===== src/rtl/md_pkg.sv =====
// rtl/md_pkg.sv - MD op classes, MD opcodes, issue FSM states and decode helpers
package md_pkg;

    typedef enum logic [3:0] {
        MD_NONE = 4'd0,
        MULT    = 4'd1,
        MULTU   = 4'd2,
        DIV     = 4'd3,
        DIVU    = 4'd4,
        MTHI    = 4'd5,
        MTLO    = 4'd6,
        MFHI    = 4'd7,
        MFLO    = 4'd8
    } md_op_e;

    localparam logic [2:0] MD_OPT_MULT  = 3'b000;
    localparam logic [2:0] MD_OPT_MULTU = 3'b001;
    localparam logic [2:0] MD_OPT_DIV   = 3'b010;
    localparam logic [2:0] MD_OPT_DIVU  = 3'b011;
    localparam logic [2:0] MD_OPT_MTHI  = 3'b100;
    localparam logic [2:0] MD_OPT_MTLO  = 3'b101;

    typedef enum logic {
        IDLE = 1'b0,
        RUN  = 1'b1
    } md_state_e;

    // Ops that hand work to MD; MFHI/MFLO only read HI/LO and never start it.
    function automatic logic is_write(input logic [3:0] op);
        return (op == MULT) || (op == MULTU) || (op == DIV) ||
               (op == DIVU) || (op == MTHI)  || (op == MTLO);
    endfunction

    function automatic logic is_div(input logic [3:0] op);
        return (op == DIV) || (op == DIVU);
    endfunction

    function automatic logic [2:0] opt_of(input logic [3:0] op);
        logic [2:0] opt;
        case (op)
            MULTU:   opt = MD_OPT_MULTU;
            DIV:     opt = MD_OPT_DIV;
            DIVU:    opt = MD_OPT_DIVU;
            MTHI:    opt = MD_OPT_MTHI;
            MTLO:    opt = MD_OPT_MTLO;
            default: opt = MD_OPT_MULT;
        endcase
        return opt;
    endfunction

endpackage


===== src/rtl/md_perf_cnt.sv =====
// rtl/md_perf_cnt.sv - free-running MD issue and stall counters, wrapping at 2^32
module md_perf_cnt (
    input  logic        clk,
    input  logic        reset,
    input  logic        issue_i,
    input  logic        stall_i,
    output logic [31:0] issue_cnt_o,
    output logic [31:0] stall_cnt_o
);

    logic [31:0] issue_q, issue_d;
    logic [31:0] stall_q, stall_d;

    always_comb begin
        issue_d = issue_q + {31'd0, issue_i};
        stall_d = stall_q + {31'd0, stall_i};
    end

    always_ff @(posedge clk) begin
        if (reset) begin
            issue_q <= 32'd0;
            stall_q <= 32'd0;
        end else begin
            issue_q <= issue_d;
            stall_q <= stall_d;
        end
    end

    assign issue_cnt_o = issue_q;
    assign stall_cnt_o = stall_q;

endmodule


===== src/rtl/md_issue_ctrl.sv =====
// rtl/md_issue_ctrl.sv - E-stage MD issue/stall controller; MD_PERF_CNT_EN adds issue/stall counters
module md_issue_ctrl
    import md_pkg::*;
#(
    parameter int DATA_W    = 32,
    parameter bit DIV0_SKIP = 1'b1
) (
    input  logic              clk,
    input  logic              reset,
    input  logic              e_valid,
    input  logic [3:0]        e_md_op,
    input  logic [DATA_W-1:0] e_rs,
    input  logic [DATA_W-1:0] e_rt,
    input  logic [3:0]        d_md_op,
    input  logic              flush,
    input  logic              md_busy,
    input  logic [DATA_W-1:0] md_hi,
    input  logic [DATA_W-1:0] md_lo,
    output logic              md_start,
    output logic [2:0]        md_opt,
    output logic [DATA_W-1:0] md_v1,
    output logic [DATA_W-1:0] md_v2,
    output logic [DATA_W-1:0] e_md_rdata,
    output logic              stall_md,
    output logic              md_pending
`ifdef MD_PERF_CNT_EN
    ,
    output logic [31:0]       md_issue_cnt,
    output logic [31:0]       md_stall_cnt
`endif
);

    md_state_e state_q, state_d;
    logic      start_q, start_d;
    logic      div_zero;

    assign div_zero   = DIV0_SKIP && is_div(e_md_op) && (e_rt == '0);
    assign md_start   = e_valid && is_write(e_md_op) && !flush && !div_zero;
    assign md_opt     = md_start ? opt_of(e_md_op) : MD_OPT_MULT;
    assign md_v1      = e_rs;
    assign md_v2      = e_rt;
    assign e_md_rdata = (e_md_op == MFHI) ? md_hi : md_lo;

    // start_q bridges the cycle after start, before MD has raised busy.
    assign md_pending = md_start || start_q || md_busy;
    assign stall_md   = (d_md_op != MD_NONE) && md_pending;

    always_comb begin
        state_d = state_q;
        start_d = md_start;
        case (state_q)
            IDLE:    if (md_start) state_d = RUN;
            RUN:     if (!md_busy && !start_q && !md_start) state_d = IDLE;
            default: state_d = IDLE;
        endcase
    end

    always_ff @(posedge clk) begin
        if (reset) begin
            state_q <= IDLE;
            start_q <= 1'b0;
        end else begin
            state_q <= state_d;
            start_q <= start_d;
        end
    end

    a_no_back_to_back: assert property (@(posedge clk) disable iff (reset)
        !(md_start && (start_q || md_busy)));
    a_start_implies_run: assert property (@(posedge clk) disable iff (reset)
        !(state_q == IDLE && start_q));

`ifdef MD_PERF_CNT_EN
    md_perf_cnt u_perf (
        .clk         (clk),
        .reset       (reset),
        .issue_i     (md_start),
        .stall_i     (stall_md),
        .issue_cnt_o (md_issue_cnt),
        .stall_cnt_o (md_stall_cnt)
    );
`endif

endmodule

===== config.mk =====
export PLATFORM = sky130hd
export DESIGN_NAME = md_issue_ctrl
export DESIGN_NICKNAME = d
export VERILOG_FILES = /design/src/rtl/md_pkg.sv /design/src/rtl/md_perf_cnt.sv /design/src/rtl/md_issue_ctrl.sv
export SDC_FILE = /design/constraint.sdc
export NUM_CORES = 1
export LEC_CHECK = 0
export ABC_AREA = 1
export CAP_MARGIN = 5
export CORE_MARGIN = 5
export CORE_UTILIZATION = 18
export DETAILED_ROUTE_END_ITERATION = 12
export PLACE_DENSITY = 0.78
export SYNTH_ARGS = -nofsm -noshare
export SYNTH_HDL_FRONTEND = slang
export SYNTH_SLANG_ARGS = --single-unit

===== constraint.sdc =====
create_clock -name clk -period 0.8 [get_ports clk]
set_input_delay 0.08 -clock clk [delete_from_list [all_inputs] [get_ports clk]]
set_output_delay 0.08 -clock clk [all_outputs]
set_load 0.005 [all_outputs]

==> results.json <==
{
  "path_class": "in2out",
  "tns_ns": -15.05,
  "fillers": 702,
  "violations": "setup timing",
  "grt_pass1_wl_mm": 7.89,
  "wl_per_cell_um": 14.3,
  "postSynthAreaPerCell_um2": 8.22,
  "first_iter_violations": 16,
  "crit_chain": "buf_8 -> nor2_4 -> nand2_1 -> nand2_1 -> nand2_1 -> nor2_2 -> nand2_4 -> buf_6 -> a21oi_2 -> buf_2",
  "area_growth_pct": 125,
  "ant_nets": 0,
  "dpl_cell_area_um2": 2780,
  "place.gp.congestion": 0.788,
  "vdd.ir_drop.worst_mv": 0.235,
  "num_rows": 30,
  "cap_violations": 0,
  "critPathMaxStageDelay_ns": 0.17,
  "yosys-top-cells-area": "buf_4, mux2_4, nor2_1",
  "crit_start": "e_md_op[3]",
  "final_area_um2": 2860,
  "nets": 435,
  "switching_power_mw": 0.363,
  "num_vias": 1490,
  "fmax_ghz": 0.807,
  "yosysTopAreaCell": "buf_4",
  "place.port_buffers": 178,
  "wirelength_mm": 5.54,
  "crit_path_top_delay_cell": "nor2_4",
  "fin_ws_ns": -0.439,
  "core_area_um2": 6830,
  "status": "finished, violations left",
  "critPathTopFamily": "simple AND/OR/NAND/NOR gates",
  "min_period_ns": 1.24,
  "post-dp-hpwl_mm": 4.92,
  "tightest_slew_ns": 0.319,
  "pre_cts_slack_ns": -1.23,
  "crit_fanout": 5,
  "slew_violations": 0,
  "rsz0062_at_grt": "true",
  "finalCritPeriodShare_pct": 155,
  "via_per_inst": 3.84,
  "fp.dieW_um": 94.1,
  "power.share.clock_pct": 0,
  "grtUsageTotal_pct": 10.8,
  "synth_cells": 155,
  "slew_headroom_pct": 78.6,
  "p_seq_share_pct": 3.9,
  "design.portCount": 243,
  "p_leak_nw": 1.38,
  "power_mw": 1.36,
  "die_area_um2": 8860,
  "top_regs": "start_q: 1 flops",
  "min_path_type": "in2out",
  "cp.required_ns": 0.72,
  "crit_end": "stall_md",
  "grt_max_degree": 8,
  "power.share.switching_pct": 26.7,
  "drc_errors": 0,
  "initial_core_util_pct": 18.6,
  "intPower_mw": 0.996,
  "globalRouteOverflowTotal": 0,
  "combPwrFrac_pct": 96.1,
  "drive_gt1_share_pct": 47.6,
  "startpoint_type": "input port",
  "synthesis.area_um2": 1270,
  "max_flop_register": "start_q",
  "finalHoldViolations": 0,
  "cp_num_cells": 10,
  "yosys.cell_types.count": 17,
  "crit_path_end_kind": "primary output",
  "diodes": 0,
  "power.density_nw_per_um2": 475,
  "cp_data_arrival_time_ns": 1.16,
  "post-route-util_pct": 41.9,
  "grt_antenna_before_repair": 0,
  "yosys_warnings": 0,
  "ys_seq_area_share_pct": 1.57,
  "die_y_um": 94.1,
  "grt_pass1_vias": 1565,
  "cp_num_buf_inv": 3,
  "synth_nets": 296,
  "ctsHoldBuffers": 0,
  "synth_top_area_share_pct": 37.7,
  "largest_reg_flops": 1,
  "setup_viol_count_final": 39,
  "ys_ff_latch": 1,
  "crit_top_cell": "nand2_1",
  "firstDrtPassIters": 4
}
-- repair_timing --
action                     CTS  global route
gates resized for setup    319            44
cloned                       1             0
pin swaps                   30            29
setup endpoints to repair   71            40
setup buffers               12             2
-- final cells by class --
type,count,area (um2),area share [%]
Sequential cell,1,20.0,0.699
Tap cell,96,120,4.19
Timing Repair Buffer,204,1950,68.0
Inverter,4,22.5,0.786
Multi-Input combinational cell,83,754,26.3
-- per-stage QoR --
stage,cells,hold slack (ns)
after floorplan,155,0.152
after global placement,377,0.160
after detailed placement,377,0.160
after CTS,390,0.160
after global routing,388,0.160
final,388,0.160
-- worst min path at each step --
stage                      endpoint  slack [ns]     start  depth (start not counted)
after detailed placement  md_v1[16]        0.16  e_rs[16]                          0
after CTS                 md_v1[16]        0.16  e_rs[16]                          0
after global routing      md_v1[24]        0.16  e_rs[24]                          0
after floorplan             start_q        0.15     reset                          1
after global placement    md_v1[16]        0.16  e_rs[16]                          0
final                     md_v1[11]        0.16  e_rs[11]                          0
-- Yosys cell counts --
master / instances
mux2_4: 30
nand2_4: 1
inv_1: 3
nor2_4: 1
nor4_1: 1
nand2_1: 13
or3_1: 1
buf_12: 3
mux2_2: 2
dfxtp_1: 1
buf_4: 64
a21oi_1: 2
inv_2: 1
nand3_1: 1
nand4_1: 3
nand2_2: 1
nor2_1: 27
-- per-layer routing --
layer	track usage [%]	vias to the layer above	share of wire [%]
li1	-	720	-
met1	11.3	656	34
met2	21.9	106	53
met3	2.96	8	13
met4	1.08	0	0.65
met5	0	-	0
-- layout by cell type, fill, tap and decap left out, drive strengths merged, types with 2 or more instances in the layout --
cell type and count:
a21oi 2, buf 81, clkbuf 5, clkdlybuf4s15 13, clkdlybuf4s50 80, dlygate4sd2 25, inv 4, mux2 32
nand2 15, nand4 3, nor2 28
-- power groups by stage --
stage          combinational (mW)  clock, mW  sequential [mW]
3_3_place_gp                 1.30          0           0.0524
5_1_grt                      1.39          0           0.0526
6_report                     1.31          0           0.0525
2_1_floorplan               0.550          0           0.0524
4_1_cts                      1.28          0           0.0526
3_5_place_dp                 1.32          0           0.0526
-- cell families after synthesis --
logic type             Yosys count  share of synthesized area (%)
flip-flops                       1                           1.57
multiplexers                    32                           37.1
buffers and inverters           71                           43.6
AO/OA/AOI/OAI                    2                          0.786
AND/OR/NAND/NOR                 49                           16.9
(Power assumes the default switching activity.)
